[config.mk]
export PLATFORM = sky130hd
export DESIGN_NAME = insn_sequencer
export DESIGN_NICKNAME = d
export VERILOG_FILES = /design/src/rtl/insn_sequencer.sv
export SDC_FILE = /design/constraint.sdc
export NUM_CORES = 1
export LEC_CHECK = 0
export CORE_MARGIN = 3
export CORE_UTILIZATION = 40
export DETAILED_ROUTE_END_ITERATION = 6
export PLACE_DENSITY = 0.76
export SLEW_MARGIN = 20
export SYNTH_ARGS = -nofsm -noshare
export SYNTH_HDL_FRONTEND = slang
export SYNTH_SLANG_ARGS = --single-unit
[constraint.sdc]
create_clock -name i_clk -period 1.3 [get_ports i_clk]
set_input_delay 0.26 -clock i_clk [delete_from_list [all_inputs] [get_ports i_clk]]
set_output_delay 0.26 -clock i_clk [all_outputs]
set_load 0.005 [all_outputs]
[src/rtl/insn_sequencer.sv]
// insn_sequencer: fetch/decode sequencer driving the instruction side of the
// WF8 bus controller. Fetches one byte at PC, decodes opcode [7:3] into a
// one-hot insn_en plus reg_num [2:0], waits for insn_done, pulses pc_inc.
// Optional EXEC watchdog is built when the macro SEQ_TIMEOUT_EN is defined;
// without it, timeout is tied to 0 and EXEC waits indefinitely.
//
// state | meaning
// IDLE  | one settling cycle after reset
// FETCH | RAM read strobe at PC
// LOAD  | fetched byte arrives, decoded at the closing edge
// EXEC  | insn_en/reg_num held until insn_done
// INC   | one-cycle pc_inc, retired count bumps
// TRAP  | illegal opcode or watchdog expiry; only reset leaves
module insn_sequencer #(
  parameter int INSN_COUNT     = 16,
  parameter int TIMEOUT_CYCLES = 15
) (
  input  logic                  i_clk,
  input  logic                  i_rst,
  input  logic [7:0]            i_pc,
  output logic                  o_fetch_en,
  output logic [7:0]            o_fetch_addr,
  input  logic [7:0]            i_fetch_data,
  output logic [INSN_COUNT-1:0] o_insn_en,
  output logic [2:0]            o_reg_num,
  input  logic                  i_insn_done,
  output logic                  o_pc_inc,
  output logic                  o_illegal,
  output logic                  o_timeout,
  output logic [15:0]           o_retired
);

  if (INSN_COUNT < 1 || INSN_COUNT > 32) begin : g_bad_insn_count
    $error("INSN_COUNT must be in 1..32 (5-bit opcode)");
  end
  if (TIMEOUT_CYCLES < 1 || TIMEOUT_CYCLES > 15) begin : g_bad_timeout
    $error("TIMEOUT_CYCLES must fit the 4-bit watchdog counter");
  end

  typedef enum logic [2:0] {
    S_IDLE  = 3'd0,
    S_FETCH = 3'd1,
    S_LOAD  = 3'd2,
    S_EXEC  = 3'd3,
    S_INC   = 3'd4,
    S_TRAP  = 3'd5
  } state_t;

  state_t                r_state, w_state_nxt;
  logic                  r_fetch_en, w_fetch_en_nxt;
  logic [INSN_COUNT-1:0] r_insn_en, w_insn_en_nxt;
  logic [2:0]            r_reg_num, w_reg_num_nxt;
  logic                  r_pc_inc, w_pc_inc_nxt;
  logic                  r_illegal, w_illegal_nxt;
  logic [15:0]           r_retired, w_retired_nxt;

  logic [4:0]            w_opcode;
  logic                  w_legal;
  logic [INSN_COUNT-1:0] w_decoded;

`ifdef SEQ_TIMEOUT_EN
  logic [3:0] r_cnt, w_cnt_nxt;
  logic       r_timeout, w_timeout_nxt;
  assign o_timeout = r_timeout;
`else
  assign o_timeout = 1'b0;
`endif

  assign w_opcode  = i_fetch_data[7:3];
  assign w_legal   = (32'(w_opcode) < INSN_COUNT);
  assign w_decoded = INSN_COUNT'(1) << w_opcode;

  // Next-state and next-output decode; outputs are registered with the state.
  always_comb begin
    w_state_nxt    = r_state;
    w_fetch_en_nxt = 1'b0;
    w_insn_en_nxt  = r_insn_en;
    w_reg_num_nxt  = r_reg_num;
    w_pc_inc_nxt   = 1'b0;
    w_illegal_nxt  = r_illegal;
    w_retired_nxt  = r_retired;
`ifdef SEQ_TIMEOUT_EN
    w_cnt_nxt      = r_cnt;
    w_timeout_nxt  = r_timeout;
`endif
    case (r_state)
      S_IDLE: begin
        w_state_nxt    = S_FETCH;
        w_fetch_en_nxt = 1'b1;
      end
      S_FETCH: begin
        w_state_nxt = S_LOAD;
      end
      S_LOAD: begin
        if (w_legal) begin
          w_insn_en_nxt = w_decoded;
          w_reg_num_nxt = i_fetch_data[2:0];
          w_state_nxt   = S_EXEC;
`ifdef SEQ_TIMEOUT_EN
          w_cnt_nxt     = 4'd0;
`endif
        end else begin
          w_insn_en_nxt = '0;
          w_illegal_nxt = 1'b1;
          w_state_nxt   = S_TRAP;
        end
      end
      S_EXEC: begin
        // insn_done beats a same-cycle watchdog expiry.
        if (i_insn_done) begin
          w_insn_en_nxt = '0;
          w_pc_inc_nxt  = 1'b1;
          w_state_nxt   = S_INC;
        end
`ifdef SEQ_TIMEOUT_EN
        else if (r_cnt + 4'd1 == 4'(TIMEOUT_CYCLES)) begin
          w_insn_en_nxt = '0;
          w_timeout_nxt = 1'b1;
          w_state_nxt   = S_TRAP;
        end else begin
          w_cnt_nxt = r_cnt + 4'd1;
        end
`endif
      end
      S_INC: begin
        w_retired_nxt  = r_retired + 16'd1;
        w_fetch_en_nxt = 1'b1;
        w_state_nxt    = S_FETCH;
      end
      S_TRAP: begin
        w_state_nxt = S_TRAP;
      end
      default: begin
        w_state_nxt = S_IDLE;
      end
    endcase
  end

  // State register and registered outputs, cleared asynchronously by reset.
  always_ff @(posedge i_clk or posedge i_rst) begin
    if (i_rst) begin
      r_state    <= S_IDLE;
      r_fetch_en <= 1'b0;
      r_insn_en  <= '0;
      r_reg_num  <= 3'd0;
      r_pc_inc   <= 1'b0;
      r_illegal  <= 1'b0;
      r_retired  <= 16'd0;
    end else begin
      r_state    <= w_state_nxt;
      r_fetch_en <= w_fetch_en_nxt;
      r_insn_en  <= w_insn_en_nxt;
      r_reg_num  <= w_reg_num_nxt;
      r_pc_inc   <= w_pc_inc_nxt;
      r_illegal  <= w_illegal_nxt;
      r_retired  <= w_retired_nxt;
    end
  end

`ifdef SEQ_TIMEOUT_EN
  // EXEC watchdog counter and sticky timeout flag.
  always_ff @(posedge i_clk or posedge i_rst) begin
    if (i_rst) begin
      r_cnt     <= 4'd0;
      r_timeout <= 1'b0;
    end else begin
      r_cnt     <= w_cnt_nxt;
      r_timeout <= w_timeout_nxt;
    end
  end
`endif

  assign o_fetch_en   = r_fetch_en;
  assign o_fetch_addr = (r_state == S_FETCH) ? i_pc : 8'd0;
  assign o_insn_en    = r_insn_en;
  assign o_reg_num    = r_reg_num;
  assign o_pc_inc     = r_pc_inc;
  assign o_illegal    = r_illegal;
  assign o_retired    = r_retired;

endmodule
# Yosys cells after proc, flatten, opt, wreduce, memory -nomap -nowiden
# Cells that the tools add are included.
word_totals:
  regBits: 41
  in_bits: 19
  output_inout_bits: 47
  word_cells: 33
op_classes:
  n_addsub: 1
  n_lt_le_gt_ge: 1
  n_eq_ne: 6
  shifts: 1
  mux: 10
  bitwise_logic: 1
  n_reduce_logical: 6
op_table:
  columns: ["operator", "n"]
  rows:
  - ["$mux W16", 2]
  - ["$pmux W16 S2", 1]
  - ["$add A16 B1 Y16 const B", 1]
  - ["$shl A1 B5 Y16 const A", 1]
  - ["$pmux W3 S5", 1]
  - ["$mux W8", 1]
  - ["$eq A3 B2 Y1 const B", 2]
  - ["$eq A3 B3 Y1 const B", 2]
  - ["$mux W3", 2]
  - ["$reduce_and A2 Y1", 3]
  - ["$lt A5 B5 Y1 const B", 1]
  - ["$eq A3 B1 Y1 const B", 1]
  - ["$logic_not A3 Y1", 1]
  - ["$mux W1", 3]
  - ["$ne A2 B2 Y1 const B", 1]
  - ["$reduce_bool A2 Y1", 1]
  - ["$reduce_or A2 Y1", 1]
  - ["$not A1 Y1", 1]

# Depth between registers and ports, before layout
# Gate-level depths: netlist (run 1).
logic_depth:
  ltp_word: 3
  depth_mapped: 6
  mapped_depth_nobuf: 4

# Worst setup path after synthesis (run 1)
# OpenSTA, ideal clock, no wires.
synth_timing:
  path_kind: "register to output"
  start: "reg r_state[0]"
  end: "out o_fetch_addr[0]"
  arrival_time_ns: 1.152
  required_ns: 1.040
  slack_ns: -0.112
  path_stages_with_launch: 4
  path_buffers: 1
  path_cell_list: "dfrtp_1 buf_2 nor3b_1 and2_1"
synth_between:
  elab_chain_len: 2
synth_lines:
  columns: ["element", "line_no", "rtl"]
  rows:
  - ["start: declaration", "49", "state_t r_state, w_state_nxt;"]
  - ["start signal: assignment", "150", "r_state <= w_state_nxt;"]
  - ["$eq A3 B1 Y1", "174", "assign o_fetch_addr = (r_state == S_FETCH) ? i_pc : 8'd0;"]
  - ["$mux W8", "174", null]
  - ["end: declaration", "22", "output logic [7:0] o_fetch_addr,"]
# Every way passes these cells.

# Worst setup path in the final report (run 1)
layout_timing:
  start: "reg r_state[1]"
  end: "reg r_retired[7] (netlist: o_retired[7])"
layout_between:
  elab_chain_len: 1
layout_lines:
  columns: ["element", "line_no", "rtl"]
  rows:
  - ["$eq A3 B3 Y1", "86", "case (r_state)"]
  - ["end signal: assignment", "156", "r_retired <= w_retired_nxt;"]
  - ["end: declaration", "55", "logic [15:0] r_retired, w_retired_nxt;"]
# Every way passes these cells.
# A chain may end at the register's enable or synchronous reset.

==> results of run 1 <==
[per-stage QoR]
stage	cell area [sq um]	hold slack [ns]	utilization, %	TNS (ns)	cells
2_1_floorplan	1830	0.398	-	-0.710	167
3_3_place_gp	2660	0.461	63.8	-9.66	297
3_5_place_dp	2660	0.466	63.8	-10.32	297
4_1_cts	3050	0.324	73.0	-8.97	332
5_1_grt	3130	0.352	75.1	-12.18	333
6_report	3130	0.341	75.1	-9.29	333
[cell type report]
| type | instances | area, sq um | area share, % |
|---|---|---|---|
| flip-flops and latches | 41 | 1030 | 32.8 |
| repair buffers | 114 | 988 | 31.5 |
| multi-input cells | 114 | 908 | 29.0 |
| clock buffers | 6 | 82.6 | 2.64 |
| well taps | 50 | 62.6 | 2.00 |
| clock inverters | 2 | 37.5 | 1.20 |
| inverters | 6 | 26.3 | 0.839 |
[per-layer routing]
metal,up-vias,wire [microns],track usage (%)
li1,799,-,-
met5,-,0,0
met3,10,322,5.65
met2,59,2480,33.0
met1,791,2010,24.0
met4,0,113,7.99
[report_power, final]
| part | internal (mW) | total, mW | switching, mW |
|---|---|---|---|
| sequential | 1.51 | 1.63 | 0.125 |
| clock | 0.624 | 1.08 | 0.455 |
| combinational | 1.27 | 2.26 | 0.990 |
| total | 3.40 | 4.97 | 1.57 |
[sequential cells by signal, summed over array words and instances, names as in the netlist]
| register | count |
|---|---|
| o_fetch_en | 1 |
| o_illegal | 1 |
| o_insn_en | 16 |
| o_pc_inc | 1 |
| o_reg_num | 3 |
| o_retired | 16 |
| r_state | 3 |
[cell families (layout without fill, tap and decap cells)]
kind of cell               after synthesis  count (layout)  synth area share (%)
adders and majority gates                1               1                 0.693
DFF                                     41              41                  56.9
other                                    1               1                 0.208
xor gates and xnor gates                15              15                  7.70
muxes                                    4               4                  2.50
buffers and inverters                   12             128                  3.61
and+or+nand+nor                         69              69                  20.9
AOI/OAI and AO/OA                       24              24                  7.56
[worst max-delay path by stage]
stage / slack (ns) / start / end
4_1_cts: -0.31 / r_state[1] / o_fetch_addr[3]
6_report: -0.33 / r_state[1] / o_retired[7]
5_1_grt: -0.42 / r_state[1] / o_retired[7]
3_3_place_gp: -0.32 / i_insn_done / o_insn_en[8]
2_1_floorplan: -0.08 / r_state[1] / o_retired[7]
3_5_place_dp: -0.37 / i_insn_done / o_insn_en[8]
[Yosys cell counts (2+ instances only)]
library cell  instances
nand2_1              24
o21ai_1               7
nand3_1               9
buf_4                 3
inv_1                 6
nand3b_1              4
nor2_1                8
a21oi_1               3
dfrtp_1              41
and2_1                9
nor3_1                2
xnor2_1              13
nand4_1               4
o21ai_0              11
mux2_2                4
[worst max-delay path, stage by stage (launching register included)]
cell      delay (ns)
dfrtp_2         0.42
buf_4           0.14
buf_4           0.13
and4bb_1        0.30
and4_4          0.29
nand4_1         0.12
xnor2_1         0.13
[repair_timing]
item,in CTS,in global routing
setup endpoints to repair,79,48
pin swaps,30,12
setup buffers,27,2
gates cloned,0,0
gates resized for setup,118,21
==> metrics.cfg, run 1 <==
[logic_synthesis]
synth_top_area_share_pct = 56.9
synthTopCellsByArea = dfrtp_1, xnor2_1, nand2_1, and2_1, o21ai_0
ys_warn_count = 0
avgSynthCellArea_sq_um = 10.8
synth_cell_types = 34
synth_top_flop_cell = dfrtp_1
ys_async_sr_fraction_pct = 100
ys_ff_latch = 41
syn_inst = 167
yosysSeqAreaShare_pct = 56.9
synth-edff-count = 0
synthesis.nets = 187
netlist_area_sq_um = 1800
synth_area_leader_cell = dfrtp_1

[worst_setup_path]
cp_max_fo = 6
arrival_ns = 1.82
r2r_slack_ns = -0.33
crit_required_ns = 1.49
r2r_end = o_retired[7]
startpoint_type = register
r2r_cells = 6
crit_type = register to register
end_kind = register
r2r_start = r_state[1]

[floorplan]
die_area_sq_um = 5350
start_util_pct = 43.2
die_h_microns = 73.2
die_x_microns = 73.2
rows = 23
ios = 66
core_area_sq_um = 4170

[job]
drv_cap = 0

[global_route]
antenna_found_initial = 0
grt_usage_pct = 19.8
grt_pass1_vias = 1739
grt-ovfl-total = 0
grt_max_degree = 22
grt_first_pass_wirelength_mm = 8.11

[placed_design]
io_buffers = 64
dp_slack_ns = -0.371
gp_congestion = 0.819
place_hpwl_mm = 3.17

[sta]
finalSetupViolCount = 43
clock_skew_ns = 0.00688
hold_viol_final = 0
period_share_pct = 125
period_needed_ns = 1.63
max_freq_mhz = 614
layout_setup_ws_ns = -0.330
rsz0062_at_grt = true
maxSlewViolCount = 0

[min_path]
hold_path_class = input pin to async pin

[cts]
root_buffer = clkbuf_8
clock-sinks = 41
cts_htree_levels = 2
cts.clk_slew.worst_paths_ns = 0.08
cts_made_buffers = 5
cts_tree = built
clockBufferDepth = 2
clk_latency_ns = 0.30
hold_buffers = 0

[final_layout]
antenna_cells = 0
final_common_cell = buf_4
most-common-layout-cells = buf_4, dfrtp_1, dlygate4sd2_1, nand2_1, clkdlybuf4s50_1
final_nets = 302
areaGrowthSynthToFinish_pct = 73.6
fillers = 300
layout-drive-gt1-share_pct = 41.3

[detailed_routing]
antenna_left = 0
route.detailed.drc = 0
drt-total-wl_mm = 4.92
wl_per_cell_microns = 14.8
first_iter_violations = 69
drtPass1Iterations = 6
vias = 1659
viasPerCell = 4.98

[power]
total_power_mw = 4.97
power_leakage_nw = 1.56
ir_drop_mv = 1.13
power.density_nw_per_um2 = 1590

[outcome]
violations = setup timing
status = finished, violations left

Power figures use the tool's default switching activity.
==> run 2, diff against run 1 <==
--- a/config.mk
+++ b/config.mk
@@ -7,9 +7,11 @@
 export LEC_CHECK = 0
 export CORE_MARGIN = 3
 export CORE_UTILIZATION = 40
+export CTS_CLUSTER_SIZE = 10
 export DETAILED_ROUTE_END_ITERATION = 6
 export PLACE_DENSITY = 0.76
-export SLEW_MARGIN = 20
+export SETUP_SLACK_MARGIN = 0.15
+export SLEW_MARGIN = 25
 export SYNTH_ARGS = -nofsm -noshare
 export SYNTH_HDL_FRONTEND = slang
 export SYNTH_SLANG_ARGS = --single-unit
==> run 2 against run 1 <==
Compared with the run above: the flow still finishes with violations (setup timing); non-clock buffer count grew 8; clock skew shrank 0.0034 ns; maximum frequency is 1.5% lower; cell count up 2.4%; largest cell class unchanged.
==> metrics.cfg, run 2 (synthesis gave the netlist of run 1 again) <==
[worst_setup_path]
crit_type = register to register
crit_required_ns = 1.52
end_kind = register
cp_max_fo = 4
startpoint_type = register
arrival_ns = 1.88

[detailed_routing]
drtPass1Iterations = 4
first_iter_violations = 91
drt-total-wl_mm = 4.74
vias = 1675
route.detailed.drc = 0
wl_per_cell_microns = 13.9
antenna_left = 0
viasPerCell = 4.91

[final_layout]
final_common_cell = buf_4
most-common-layout-cells = buf_4, dfrtp_1, buf_6, clkbuf_2, nand2_1
stdcell_count = 341
areaGrowthSynthToFinish_pct = 70.6
final_nets = 310
fin_area_sq_um = 3080
antenna_cells = 0
layout-drive-gt1-share_pct = 55.3

[sta]
clock_skew_ns = 0.00347
period_needed_ns = 1.65
rsz0062_at_grt = true
layout_setup_ws_ns = -0.355
hold_viol_final = 0
max_freq_mhz = 604
maxSlewViolCount = 0
finalSetupViolCount = 43
period_share_pct = 127

[global_route]
grt_usage_pct = 18.1
grt_pass1_vias = 1650
antenna_found_initial = 0
grt-ovfl-total = 0
grt_max_degree = 20
grt_first_pass_wirelength_mm = 7.45

[cts]
clock-sinks = 41
clk_latency_ns = 0.29
cts.clk_slew.worst_paths_ns = 0.08
hold_buffers = 0
cts_tree = built
cts_htree_levels = 2
cts_made_buffers = 5
clockBufferDepth = 2
root_buffer = clkbuf_8

[placed_design]
gp_congestion = 0.728
place_hpwl_mm = 3.00
dp_slack_ns = -0.320
io_buffers = 64
dp_cells = 296
placed_area_sq_um = 2680

[job]
drv_cap = 0

[power]
ir_drop_mv = 0.917
total_power_mw = 4.88
power_leakage_nw = 1.54
power.density_nw_per_um2 = 1590

[floorplan]
die_h_microns = 73.2
core_area_sq_um = 4170
rows = 23
ios = 66
die_area_sq_um = 5350
start_util_pct = 43.2
die_x_microns = 73.2

[outcome]
status = finished, violations left
violations = setup timing

[min_path]
hold_path_class = input pin to async pin

==> run 2: per-layer routing <==
layer	wire length (microns)	global-route usage, %
met5	0	0
met3	290	6.06
met2	2360	29.3
met4	55	5.53
met1	2030	22.8
==> run 2: cell type report <==
class,count,area [sq um]
fill,310,1090
sequential,41,1030
timing repair buffer,122,981
multi-input combinational,114,896
clock buffer,6,72.6
tap,50,62.6
inverter,6,28.8
clock inverter,2,10.0
==> run 2: where the power goes <==
group	total, mW	leakage, nW	internal (mW)	switching [mW]
Sequential	1.63	0.547	1.51	0.123
Clock	0.805	0.0450	0.372	0.433
Combinational	2.45	0.949	1.43	1.01
==> run 2: what timing repair did <==
| action | 4_1_cts | 5_1_grt |
|---|---|---|
| setup buffers | 28 | 9 |
| endpoints found under the setup margin | 80 | 70 |
| resized for setup | 186 | 47 |
| pin swaps | 32 | 24 |
| hold endpoints to repair | 0 | 0 |
==> run 2: path summary, 6_finish.rpt <==
| path | startpoint | to | slack, ns | cells past startpoint |
|---|---|---|---|---|
| max reg2reg | r_state[1] | o_insn_en[4] | -0.35 | 6 |
| max in group asynchronous | i_rst | r_state[1] | 0.65 | 3 |
| max | r_state[1] | o_insn_en[4] | -0.35 | 6 |
| min | i_rst | o_retired[5] | 0.26 | 2 |
| min reg2reg | o_illegal | o_illegal | 0.47 | 2 |
| min in group i_clk | o_illegal | o_illegal | 0.47 | 2 |
==> run 2: critical path, stage by stage, from the launching register on <==
cell and delay [ns]:
dfrtp_2 0.42, buf_6 0.12, buf_4 0.12, buf_6 0.12, and3b_1 0.18, or4_4 0.47
o21ai_2 0.15
==> run 2: metrics by stage <==
step | utilization, % | TNS [ns] | hold slack, ns
2_1_floorplan | - | -0.744 | 0.245
5_1_grt | 73.8 | -13.16 | 0.275
3_5_place_dp | 64.2 | -9.55 | 0.459
4_1_cts | 72.6 | -8.07 | 0.257
6_report | 73.8 | -10.31 | 0.260
3_3_place_gp | 64.2 | -8.95 | 0.459
==> run 3, diff against run 2 <==
==> config.mk (replaced) <==
export PLATFORM = sky130hd
export DESIGN_NAME = insn_sequencer
export DESIGN_NICKNAME = d
export VERILOG_FILES = /design/src/rtl/insn_sequencer.sv
export SDC_FILE = /design/constraint.sdc
export NUM_CORES = 1
export LEC_CHECK = 0
export ABC_AREA = 1
export CORE_MARGIN = 3
export CORE_UTILIZATION = 43
export CTS_BUF_LIST = sky130_fd_sc_hd__clkbuf_4 sky130_fd_sc_hd__clkbuf_8
export CTS_CLUSTER_SIZE = 10
export DETAILED_ROUTE_END_ITERATION = 6
export PLACE_DENSITY = 0.78
export SETUP_SLACK_MARGIN = 0.15
export SYNTH_ARGS = -nofsm -noshare
export SYNTH_HDL_FRONTEND = slang
export SYNTH_SLANG_ARGS = --single-unit
==> run 3 against run 2 <==
Compared with the run above: the flow still finishes with violations (setup timing); clock power up 2%; via count up 23%; non-clock buffer count down 15; combinational power down 20%; core utilization down 5.2 points; critical endpoint is now o_fetch_addr[7]; largest cell class unchanged; largest power group unchanged.
==> metrics.cfg, run 3 <==
[outcome]
violations = setup timing
status = finished, violations left

[logic_synthesis]
synth_area_leader_cell = dfrtp_1
synthTopCellsByArea = dfrtp_1, nand2_1, nor2_1, inv_1, nand3_1
synth-edff-count = 0
syn_inst = 266
ys_warn_count = 0
synth_cell_types = 23
yosysSeqAreaShare_pct = 50.3
avgSynthCellArea_sq_um = 7.67
ys_async_sr_fraction_pct = 100
synth_top_flop_cell = dfrtp_1
synth_commonest_cells = nand2_1, dfrtp_1, nor2_1
synthesis.nets = 286
synth_top_area_share_pct = 50.3
netlist_area_sq_um = 2040
ys_ff_latch = 41
yosysMostFrequentCell = nand2_1

[sta]
finalSetupViolCount = 34
clock_skew_ns = 0.00350
period_needed_ns = 1.45
maxSlewViolCount = 0
hold_viol_final = 0
max_freq_mhz = 689
layout_setup_ws_ns = -0.151
hold_slack_ns = 0.349
period_share_pct = 112
rsz0062_at_grt = true

[placed_design]
placed_area_sq_um = 2860
place_hpwl_mm = 3.51
io_buffers = 64
gp_congestion = 0.912

[final_layout]
fin_util_pct = 68.6
final_nets = 396
layout-drive-gt1-share_pct = 34.7
fin_area_sq_um = 3070
most-common-layout-cells = nand2_1, dfrtp_1, buf_4, inv_1, nor2_1
antenna_cells = 0
final_common_cell = nand2_1
areaGrowthSynthToFinish_pct = 50.3

[global_route]
grt_pass1_vias = 1958
grt_usage_pct = 19.5
grt-ovfl-total = 0
antenna_found_initial = 0
grt_first_pass_wirelength_mm = 8.46
grt_max_degree = 42

[worst_setup_path]
crit_type = register to output pin
arrival_ns = 1.19
end_kind = output pin
crit_required_ns = 1.04
cp_max_fo = 5
startpoint_type = register

[power]
power.density_nw_per_um2 = 1440
power_leakage_nw = 1.69
ir_drop_mv = 1.29

[detailed_routing]
vias = 2056
drtPass1Iterations = 4
met1Wirelength_mm = 2.15
first_iter_violations = 132
wl_per_cell_microns = 12.0
route.detailed.drc = 0
wl_met2_mm = 2.57
met3_length_microns = 300
drt-total-wl_mm = 5.16
top_layer = met4
antenna_left = 0
viasPerCell = 4.79

[cts]
clockBufferDepth = 2
clk_latency_ns = 0.29
root_buffer = clkbuf_8
cts.clk_slew.worst_paths_ns = 0.08
cts_htree_levels = 2
clock-sinks = 41
cts_tree = built
cts_made_buffers = 5

[floorplan]
die_h_microns = 74.9
start_util_pct = 45.6
rows = 24
die_area_sq_um = 5610
ios = 66
die_x_microns = 74.9
core_area_sq_um = 4470

[min_path]
hold_path_class = input pin to async pin

[job]
drv_cap = 0

==> run 3: changes by cell type in the layout (fill, tap and decap cells not counted), moves of 7 or more <==
cell,delta
and2_4,-7
buf_2,+13
buf_6,-16
inv_1,+26
nand2_1,+68
nand3_1,+15
nor2_1,+24
o21ai_1,-10
o21ai_2,-8
xnor2_1,-7
==> run 3: what timing repair did <==
item | CTS | global route
gates resized for setup | 173 | 31
setup buffers | 23 | 3
gates cloned | 1 | 0
endpoints found under the setup margin | 84 | 63
hold buffers | 0 | 0
pin swaps | 6 | 2
==> run 3: through the flow <==
step | total power, mW | std cells | TNS [ns] | setup WS, ns
finish | 4.42 | 429 | -2.06 | -0.151
global route | 4.72 | 429 | -5.09 | -0.199
CTS | 4.35 | 426 | -1.28 | -0.158
detailed placement | 3.33 | 394 | -4.31 | -0.328
global placement | 3.29 | 394 | -3.76 | -0.308
floorplan | 2.44 | 266 | 0 | 0.0750
==> run 3: report_power, final <==
part           internal, mW  switching (mW)  total (mW)
combinational         0.925            1.04        1.96
sequential             1.50           0.130        1.63
clock                 0.393           0.430       0.823
total                  2.82            1.60        4.42
==> run 3: final cells by class <==
class / count / area (sq um)
clock buffers: 6 / 76.3
clock inverters: 2 / 10.0
fillers: 376 / 1410
inverters: 35 / 138
multi-input cells: 186 / 980
flip-flops and latches: 41 / 1030
well taps: 52 / 65.1
repair buffers: 107 / 773
==> run 3: final timing paths <==
check,start,endpoint,slack (ns),cells after the start
worst max-delay path,r_state[1],o_fetch_addr[7],-0.15,5
worst min-delay path,i_rst,o_retired[8],0.35,3
worst max register to register,r_state[1],o_insn_en[13],-0.09,8
worst min register to register,o_insn_en[4],o_insn_en[4],0.47,2
max in group asynchronous,i_rst,o_insn_en[8],0.74,3
min in group i_clk,o_insn_en[4],o_insn_en[4],0.47,2
==> run 3: cells by family after synthesis <==
group,count (synthesis),synth area share [%]
xor+xnor,8,3.43
fa+ha+maj,1,0.613
flops,41,50.3
simple gates,168,34.2
other cells,1,0.184
compound gates,8,3.00
buf+inv,39,8.28
==> run 3: worst max-delay path, stage by stage (launching register included) <==
cell and delay [ns]:
dfrtp_1 0.41, inv_2 0.09, nand3_4 0.07, buf_6 0.14
nor2_2 0.08, buf_2 0.12
==> run 3: metal layers <==
metal / vias to the layer above / track usage (%)
met5: - / 0
met4: 0 / 8.50
met3: 11 / 3.60
met2: 75 / 32.3
met1: 935 / 24.8
li1: 1035 / -
